<file path="src/rtl/ide_pio_sequencer_if.sv">
// Bus-side bundle for the IDE PIO sequencer: 68k bus qualifiers in, IDE drive controls out.
// The sequencer connects through the slave modport; the bus logic (or a bench) uses master.
interface ide_pio_sequencer_if;
   logic        ide_access;
   logic        ide_enable;
   logic        AS_n;
   logic        UDS_n;
   logic        LDS_n;
   logic        RW;
   logic [16:12] ADDR;
   logic [1:0]  IDE1_CS_n;
   logic [1:0]  IDE2_CS_n;
   logic        IOR_n;
   logic        IOW_n;
   logic        IDE_ROMEN;
   logic        AS_n_S4;
   logic        DTACK;

   modport master (
      output ide_access, ide_enable, AS_n, UDS_n, LDS_n, RW, ADDR,
      input  IDE1_CS_n, IDE2_CS_n, IOR_n, IOW_n, IDE_ROMEN, AS_n_S4, DTACK
   );

   modport slave (
      input  ide_access, ide_enable, AS_n, UDS_n, LDS_n, RW, ADDR,
      output IDE1_CS_n, IDE2_CS_n, IOR_n, IOW_n, IDE_ROMEN, AS_n_S4, DTACK
   );
endinterface

</file>
<file path="src/rtl/ide_pio_sequencer.sv">
// IDE PIO cycle sequencer: turns a synchronised 68k bus cycle into timed CS / IOR / IOW
// pulses on the drive, or a boot-ROM enable, and requests DTACK back to the bus logic.
module ide_pio_sequencer #(
   parameter int unsigned T_SETUP   = 1,
   parameter int unsigned T_ACTIVE  = 3,
   parameter int unsigned T_RECOVER = 1
) (
   input logic                CLK,
   input logic                RESET_n,
   ide_pio_sequencer_if.slave bus
);

   typedef enum logic [2:0] {
      S_IDLE    = 3'd0,
      S_SETUP   = 3'd1,
      S_ACTIVE  = 3'd2,
      S_RECOVER = 3'd3,
      S_ROM     = 3'd4,
      S_WAIT_AS = 3'd5
   } state_t;

   localparam logic [2:0] C_SETUP   = 3'(T_SETUP - 1);
   localparam logic [2:0] C_ACTIVE  = 3'(T_ACTIVE - 1);
   localparam logic [2:0] C_RECOVER = 3'(T_RECOVER - 1);

   logic       r_as_s1;
   logic       r_as_s2;
   logic       r_as_s4;
   logic       w_as_s;

   state_t     r_state;
   state_t     w_state_nxt;
   logic [2:0] r_cnt;
   logic [2:0] w_cnt_nxt;
   logic [2:0] w_cnt_dec;
   logic [1:0] r_sel;
   logic [1:0] w_sel_nxt;
   logic       r_rw;
   logic       w_rw_nxt;
   logic       w_start;

   logic [1:0] r_ide1_cs_n;
   logic [1:0] r_ide2_cs_n;
   logic       r_ior_n;
   logic       r_iow_n;
   logic       r_romen;
   logic       r_dtack;
   logic [1:0] w_ide1_cs_n;
   logic [1:0] w_ide2_cs_n;
   logic [1:0] w_cs_pat;
   logic       w_ior_n;
   logic       w_iow_n;
   logic       w_romen;
   logic       w_dtack;

   // AS_n is asynchronous to CLK; every FSM decision looks only at the second flop.
   // NOTE: sequential state uses non-blocking assignments so all flops update together.
   always_ff @(posedge CLK) begin
      if (!RESET_n) begin
         r_as_s1 <= 1'b1;
         r_as_s2 <= 1'b1;
         r_as_s4 <= 1'b1;
      end else begin
         r_as_s1 <= bus.AS_n;
         r_as_s2 <= r_as_s1;
         r_as_s4 <= r_as_s2;
      end
   end

   assign w_as_s    = r_as_s2;
   assign w_start   = bus.ide_enable && bus.ide_access && !w_as_s && (!bus.UDS_n || !bus.LDS_n);
   assign w_cnt_dec = (r_cnt != 3'd0) ? r_cnt - 3'd1 : r_cnt;

   always_ff @(posedge CLK) begin
      if (!RESET_n) begin
         r_state <= S_IDLE;
         r_cnt   <= 3'd0;
         r_sel   <= 2'b00;
         r_rw    <= 1'b0;
      end else begin
         r_state <= w_state_nxt;
         r_cnt   <= w_cnt_nxt;
         r_sel   <= w_sel_nxt;
         r_rw    <= w_rw_nxt;
      end
   end

   // NOTE: every combinational output gets a default first, so no path can infer a latch.
   always_comb begin
      w_state_nxt = r_state;
      w_cnt_nxt   = r_cnt;
      w_sel_nxt   = r_sel;
      w_rw_nxt    = r_rw;
      case (r_state)
         S_IDLE: begin
            if (w_start) begin
               w_sel_nxt = bus.ADDR[13:12];
               w_rw_nxt  = bus.RW;
               if (bus.ADDR[16]) begin
                  w_state_nxt = S_SETUP;
                  w_cnt_nxt   = C_SETUP;
               end else begin
                  w_state_nxt = S_ROM;
               end
            end
         end
         S_SETUP: begin
            if (w_as_s) begin
               w_state_nxt = S_RECOVER;
               w_cnt_nxt   = C_RECOVER;
            end else if (r_cnt == 3'd0) begin
               w_state_nxt = S_ACTIVE;
               w_cnt_nxt   = C_ACTIVE;
            end else begin
               w_cnt_nxt = w_cnt_dec;
            end
         end
         S_ACTIVE: begin
            // A released address strobe ends the pulse early but still honours recovery.
            if (w_as_s || r_cnt == 3'd0) begin
               w_state_nxt = S_RECOVER;
               w_cnt_nxt   = C_RECOVER;
            end else begin
               w_cnt_nxt = w_cnt_dec;
            end
         end
         S_RECOVER: begin
            if (r_cnt == 3'd0) begin
               w_state_nxt = S_WAIT_AS;
            end else begin
               w_cnt_nxt = w_cnt_dec;
            end
         end
         S_ROM, S_WAIT_AS: begin
            if (w_as_s) begin
               w_state_nxt = S_IDLE;
            end
         end
         default: begin
            w_state_nxt = S_IDLE;
            w_cnt_nxt   = 3'd0;
         end
      endcase
   end

   // Outputs are decoded from the next state and registered, so they line up with it.
   always_comb begin
      w_ide1_cs_n = 2'b11;
      w_ide2_cs_n = 2'b11;
      w_cs_pat    = w_sel_nxt[0] ? 2'b01 : 2'b10;
      w_ior_n     = 1'b1;
      w_iow_n     = 1'b1;
      w_romen     = 1'b0;
      w_dtack     = r_dtack && !w_as_s;
      case (w_state_nxt)
         S_SETUP, S_ACTIVE, S_RECOVER: begin
            if (w_sel_nxt[1]) begin
               w_ide2_cs_n = w_cs_pat;
            end else begin
               w_ide1_cs_n = w_cs_pat;
            end
            if (w_state_nxt == S_ACTIVE) begin
               w_ior_n = !w_rw_nxt;
               w_iow_n = w_rw_nxt;
               if (w_cnt_nxt == 3'd0) begin
                  w_dtack = 1'b1;
               end
            end
         end
         S_ROM: begin
            w_romen = w_rw_nxt;
            if (r_state == S_ROM) begin
               w_dtack = 1'b1;
            end
         end
         default: begin
         end
      endcase
   end

   always_ff @(posedge CLK) begin
      if (!RESET_n) begin
         r_ide1_cs_n <= 2'b11;
         r_ide2_cs_n <= 2'b11;
         r_ior_n     <= 1'b1;
         r_iow_n     <= 1'b1;
         r_romen     <= 1'b0;
         r_dtack     <= 1'b0;
      end else begin
         r_ide1_cs_n <= w_ide1_cs_n;
         r_ide2_cs_n <= w_ide2_cs_n;
         r_ior_n     <= w_ior_n;
         r_iow_n     <= w_iow_n;
         r_romen     <= w_romen;
         r_dtack     <= w_dtack;
      end
   end

   assign bus.IDE1_CS_n = r_ide1_cs_n;
   assign bus.IDE2_CS_n = r_ide2_cs_n;
   assign bus.IOR_n     = r_ior_n;
   assign bus.IOW_n     = r_iow_n;
   assign bus.IDE_ROMEN = r_romen;
   assign bus.DTACK     = r_dtack;
   assign bus.AS_n_S4   = r_as_s4;

endmodule

</file>
<file path="src/flat_wrapper.sv">
// flat-port wrapper written by rule: the top's interface ports become plain ports
module ide_pio_sequencer_flat 
#(
   parameter int unsigned T_SETUP   = 1,
   parameter int unsigned T_ACTIVE  = 3,
   parameter int unsigned T_RECOVER = 1
)
  (CLK, RESET_n, bus_ide_access, bus_ide_enable, bus_AS_n, bus_UDS_n, bus_LDS_n, bus_RW, bus_ADDR, bus_IDE1_CS_n, bus_IDE2_CS_n, bus_IOR_n, bus_IOW_n, bus_IDE_ROMEN, bus_AS_n_S4, bus_DTACK);
  ide_pio_sequencer_if bus_i ();
  input logic CLK;
  input logic RESET_n;
  input wire logic [$bits(bus_i.ide_access)-1:0] bus_ide_access;
  input wire logic [$bits(bus_i.ide_enable)-1:0] bus_ide_enable;
  input wire logic [$bits(bus_i.AS_n)-1:0] bus_AS_n;
  input wire logic [$bits(bus_i.UDS_n)-1:0] bus_UDS_n;
  input wire logic [$bits(bus_i.LDS_n)-1:0] bus_LDS_n;
  input wire logic [$bits(bus_i.RW)-1:0] bus_RW;
  input wire logic [$bits(bus_i.ADDR)-1:0] bus_ADDR;
  output wire logic [$bits(bus_i.IDE1_CS_n)-1:0] bus_IDE1_CS_n;
  output wire logic [$bits(bus_i.IDE2_CS_n)-1:0] bus_IDE2_CS_n;
  output wire logic [$bits(bus_i.IOR_n)-1:0] bus_IOR_n;
  output wire logic [$bits(bus_i.IOW_n)-1:0] bus_IOW_n;
  output wire logic [$bits(bus_i.IDE_ROMEN)-1:0] bus_IDE_ROMEN;
  output wire logic [$bits(bus_i.AS_n_S4)-1:0] bus_AS_n_S4;
  output wire logic [$bits(bus_i.DTACK)-1:0] bus_DTACK;
  assign bus_i.ide_access = bus_ide_access;
  assign bus_i.ide_enable = bus_ide_enable;
  assign bus_i.AS_n = bus_AS_n;
  assign bus_i.UDS_n = bus_UDS_n;
  assign bus_i.LDS_n = bus_LDS_n;
  assign bus_i.RW = bus_RW;
  assign bus_i.ADDR = bus_ADDR;
  assign bus_IDE1_CS_n = bus_i.IDE1_CS_n;
  assign bus_IDE2_CS_n = bus_i.IDE2_CS_n;
  assign bus_IOR_n = bus_i.IOR_n;
  assign bus_IOW_n = bus_i.IOW_n;
  assign bus_IDE_ROMEN = bus_i.IDE_ROMEN;
  assign bus_AS_n_S4 = bus_i.AS_n_S4;
  assign bus_DTACK = bus_i.DTACK;
  ide_pio_sequencer #(.T_SETUP(T_SETUP), .T_ACTIVE(T_ACTIVE), .T_RECOVER(T_RECOVER)) u_core (.CLK(CLK), .RESET_n(RESET_n), .bus(bus_i));
endmodule
</file>
<file path="config.mk">
export PLATFORM = sky130hd
export DESIGN_NAME = ide_pio_sequencer_flat
export DESIGN_NICKNAME = d
export VERILOG_FILES = /design/src/rtl/ide_pio_sequencer_if.sv /design/src/rtl/ide_pio_sequencer.sv /design/src/flat_wrapper.sv
export SDC_FILE = /design/constraint.sdc
export NUM_CORES = 1
export LEC_CHECK = 0
export BUFFER_PORTS_ARGS = -buffer_cell sky130_fd_sc_hd__buf_2
export CAP_MARGIN = 20
export CORE_MARGIN = 2
export CORE_UTILIZATION = 50
export CTS_BUF_LIST = sky130_fd_sc_hd__clkbuf_16
export CTS_CLUSTER_DIAMETER = 100
export DETAILED_ROUTE_END_ITERATION = 10
export HOLD_SLACK_MARGIN = 0.06
export PLACE_DENSITY = 0.77
export SYNTH_ARGS = -nofsm -noshare
export SYNTH_HDL_FRONTEND = slang
export SYNTH_SLANG_ARGS = --single-unit
</file>
<file path="constraint.sdc">
create_clock -name CLK -period 3.8 [get_ports CLK]
set_input_delay 0 -clock CLK [delete_from_list [all_inputs] [get_ports CLK]]
set_output_delay 0 -clock CLK [all_outputs]
set_load 0.005 [all_outputs]
</file>
==> out/qor.tcl <==
set qor(die_h_um) 48.7
set qor(max_slew_violation_total_from_the_final_report) 0
set qor(critical_path.startpoint) {u_core.r_state[1]}
set qor(synth_top_area_share) 0.402
set qor(maxClockFrequency_mhz) 400
set qor(preCtsSetupSlack_ns) 1.49
set qor(grt_start_max_net_pins) 14
set qor(setup_total_negative_slack_ns) 0
set qor(yosys-top-cells-count) {20 x sky130_fd_sc_hd__dfxtp_1, 12 x sky130_fd_sc_hd__nand2_1, 6 x sky130_fd_sc_hd__inv_1, 6 x sky130_fd_sc_hd__nor2_1, 6 x sky130_fd_sc_hd__nor3b_1}
set qor(status) {finished clean}
set qor(hold_viol) 0
set qor(grt_pass1_vias) 865
set qor(cts_buffer_depth) 2
set qor(synthesized_instance_count) 114
set qor(grt_first_pass_wirelength_mm) 3.91
set qor(vias_per_cell) 5.67
set qor(groute.usage.overall) 0.210
set qor(gpl.final_weighted_congestion) 0.840
set qor(vdd.ir_drop.worst_mv) 0.483
set qor(min-delay-start) {bus_ide_access}
set qor(cts_buffers) 3
set qor(clock_tree_from_tritoncts) {yes}
set qor(timing.critical_path.from_type) {register}
set qor(fin_skew_ns) 0.00196
set qor(number_of_flops_mapped_to_enable_cells_by_yosys) 0
set qor(setup_repair_after_global_routing_missed_its_margin) {no}
set qor(ctsHtreeMaxLevel) 1
set qor(wire_per_inst_um) 13.2
set qor(postSynth.topFlopCell) {sky130_fd_sc_hd__dfxtp_1}
set qor(antenna_violations_before_repair) 0
set qor(endpoint_kind) {register}
set qor(final-setup-viol-count) 0
set qor(worst_slew_margin_rel) 0.592
set qor(ioPinCount) 22
set qor(dp_hpwl_mm) 1.48
set qor(routed_wirelength_mm) 2.20
set qor(worst-setup-path-type) {register to register}
set qor(maxCapViolations) 0
set qor(layout-drive-gt1-share) 0.209
set qor(synth_seq_cells) 20
set qor(post_cts_resized) 0
set qor(insertion_delay_of_the_later_clocked_pin_in_the_worst_skew_pair_ns) 0.25
set qor(critical_path_peak_fanout) 13
set qor(gr-total-overflow) 0
set qor(hp-class) {input pin to register}
set qor(worstReg2RegEnd) {u_core.bus.IOW_n}
set qor(port_buffers) 19
set qor(r2r-start) {u_core.r_state[1]}
set qor(critical_path.endpoint) {u_core.bus.IOW_n}
set qor(drc) 0
set qor(syn2layout_area_growth_pct) 28.4
set qor(route.vias.total) 942
set qor(cp.required_ns) 3.94
set qor(reg2reg_setup_slack_ns) 1.30
set qor(drtPass1Iterations) 4
set qor(final_nets) 156
set qor(rr_worst_depth) 5
set qor(synth.area.top_cells) {sky130_fd_sc_hd__dfxtp_1 40%, sky130_fd_sc_hd__nand2_1 4.5%, sky130_fd_sc_hd__nor3b_1 4.5%}
set qor(total_leakage_power_nw) 0.507
set qor(power.density_cell_area_nw_per_um2) 441
set qor(post-synth-top-count-cell) {sky130_fd_sc_hd__dfxtp_1}
set qor(worstPathArrival_ns) 2.64
set qor(worst_max_slew_pin_slew_ns) 0.612
set qor(mappedNetlistArea_sq_um) 997
set qor(finalCriticalPeriod_ns) 2.50
set qor(fill_cells) 166
set qor(drtAntennaViolNets) 0
set qor(netlist.top_cell.by_area) {sky130_fd_sc_hd__dfxtp_1}
set qor(detail_route.iter0.violations) 25
set qor(fin_ws_ns) 1.30
set qor(seq_area_frac_synth) 0.402
set qor(cts_root_buffer) {sky130_fd_sc_hd__clkbuf_16}
set qor(synth-async-reset-ratio) 0
set qor(core_region_area_sq_um) 1920
set qor(synthesis.nets) 130
set qor(floorplan.rows) 16
set qor(floorplan.die.width_um) 48.7
set qor(effective_utilization_at_floorplan) 0.519
set qor(synth_cell_type_count) 41
set qor(design.die.area_sq_um) 2370
set qor(inserted_diodes) 0
set qor(clock-sinks) 20
set qor(clkTransAtPathRegs_ns) 0.05
set qor(syn-mean-instance-area_sq_um) 8.75
set qor(period_share) 0.658
set qor(ys_warns) 0
stage by stage:
step	std cells	power (mW)	hold slack [ns]	area (sq um)	utilization
final	166	0.565	0.201	1280	0.666
after global routing	166	0.585	0.232	1280	0.666
after CTS	166	0.568	0.197	1280	0.666
after detailed placement	154	0.277	0.188	1090	0.570
after global placement	154	0.275	0.187	1090	0.570
after floorplan	114	0.260	0.101	997	-
what timing repair did:
action                    in CTS  in global routing
hold endpoints to repair       6                  0
hold buffers                   8                  0
buffers inserted               0                  0
where the power goes:
part / internal [mW] / switching, mW / total (mW)
logic: 0.0280 / 0.0274 / 0.0554
registers: 0.216 / 0.00822 / 0.225
clock network: 0.209 / 0.0757 / 0.285
final cells by class:
type                            instances  area (sq um)  share of cell area
Tap cell                               27          33.8              0.0264
Inverter                                6          22.5              0.0176
Timing Repair Buffer                   27           175               0.137
Clock buffer                            3          75.1              0.0587
Clock inverter                          1          30.0              0.0235
Sequential cell                        20           400               0.313
Multi-Input combinational cell         82           543               0.424
worst max-delay path, cell delays in order, from the launching register on:
cell	delay [ns]
sky130_fd_sc_hd__dfxtp_1	0.59
sky130_fd_sc_hd__nor4_1	0.15
sky130_fd_sc_hd__and4_1	0.33
sky130_fd_sc_hd__a221oi_1	0.58
sky130_fd_sc_hd__nand4_1	0.15
sky130_fd_sc_hd__dlygate4sd3_1	0.58
worst min path at each step:
stage | to | depth (start not counted)
finish | u_core.r_cnt[2] | 4
detailed placement | u_core.r_as_s1 | 2
global placement | u_core.r_as_s1 | 2
floorplan | u_core.r_as_s1 | 1
global route | u_core.r_cnt[2] | 4
CTS | u_core.r_cnt[2] | 4
registers in the layout (all words and copies together) (netlist names), 2 cells and up:
| signal | flops |
|---|---|
| u_core.r_cnt | 3 |
| u_core.r_state | 3 |
| u_core.bus.IDE1_CS_n | 2 |
| u_core.bus.IDE2_CS_n | 2 |
| u_core.r_sel | 2 |
cell families after synthesis:
group                    synth area share
adder cells (fa/ha/maj)            0.0376
buffers and inverters              0.0539
multiplexers                       0.0100
flip-flops                          0.402
AO/OA/AOI/OAI                       0.182
AND/OR/NAND/NOR                     0.315
placed cells by master, fill, tap and decap left out, types with 4 or more instances in the layout:
| cell type | Yosys | layout |
|---|---|---|
| sky130_fd_sc_hd__nand2_1 | 12 | 12 |
| sky130_fd_sc_hd__nand3_1 | 4 | 4 |
| sky130_fd_sc_hd__nor2b_1 | 4 | 4 |
| sky130_fd_sc_hd__dfxtp_1 | 20 | 20 |
| sky130_fd_sc_hd__nor2_1 | 6 | 6 |
| sky130_fd_sc_hd__dlygate4sd3_1 | 0 | 8 |
| sky130_fd_sc_hd__nor3b_1 | 6 | 6 |
| sky130_fd_sc_hd__inv_1 | 6 | 6 |
| sky130_fd_sc_hd__a21oi_1 | 5 | 5 |
| sky130_fd_sc_hd__nand4_1 | 4 | 4 |
| sky130_fd_sc_hd__o21ai_0 | 4 | 4 |
| sky130_fd_sc_hd__buf_2 | 1 | 19 |
metal layers:
layer / track usage / wire, um / vias up
met2: 0.370 / 1090 / 36
met1: 0.247 / 945 / 443
met3: 0.0617 / 156 / 2
met5: 0 / 0 / -
met4: 0.0571 / 10 / 0
li1: - / - / 461
No activity file was read; power rests on OpenSTA's default activity.
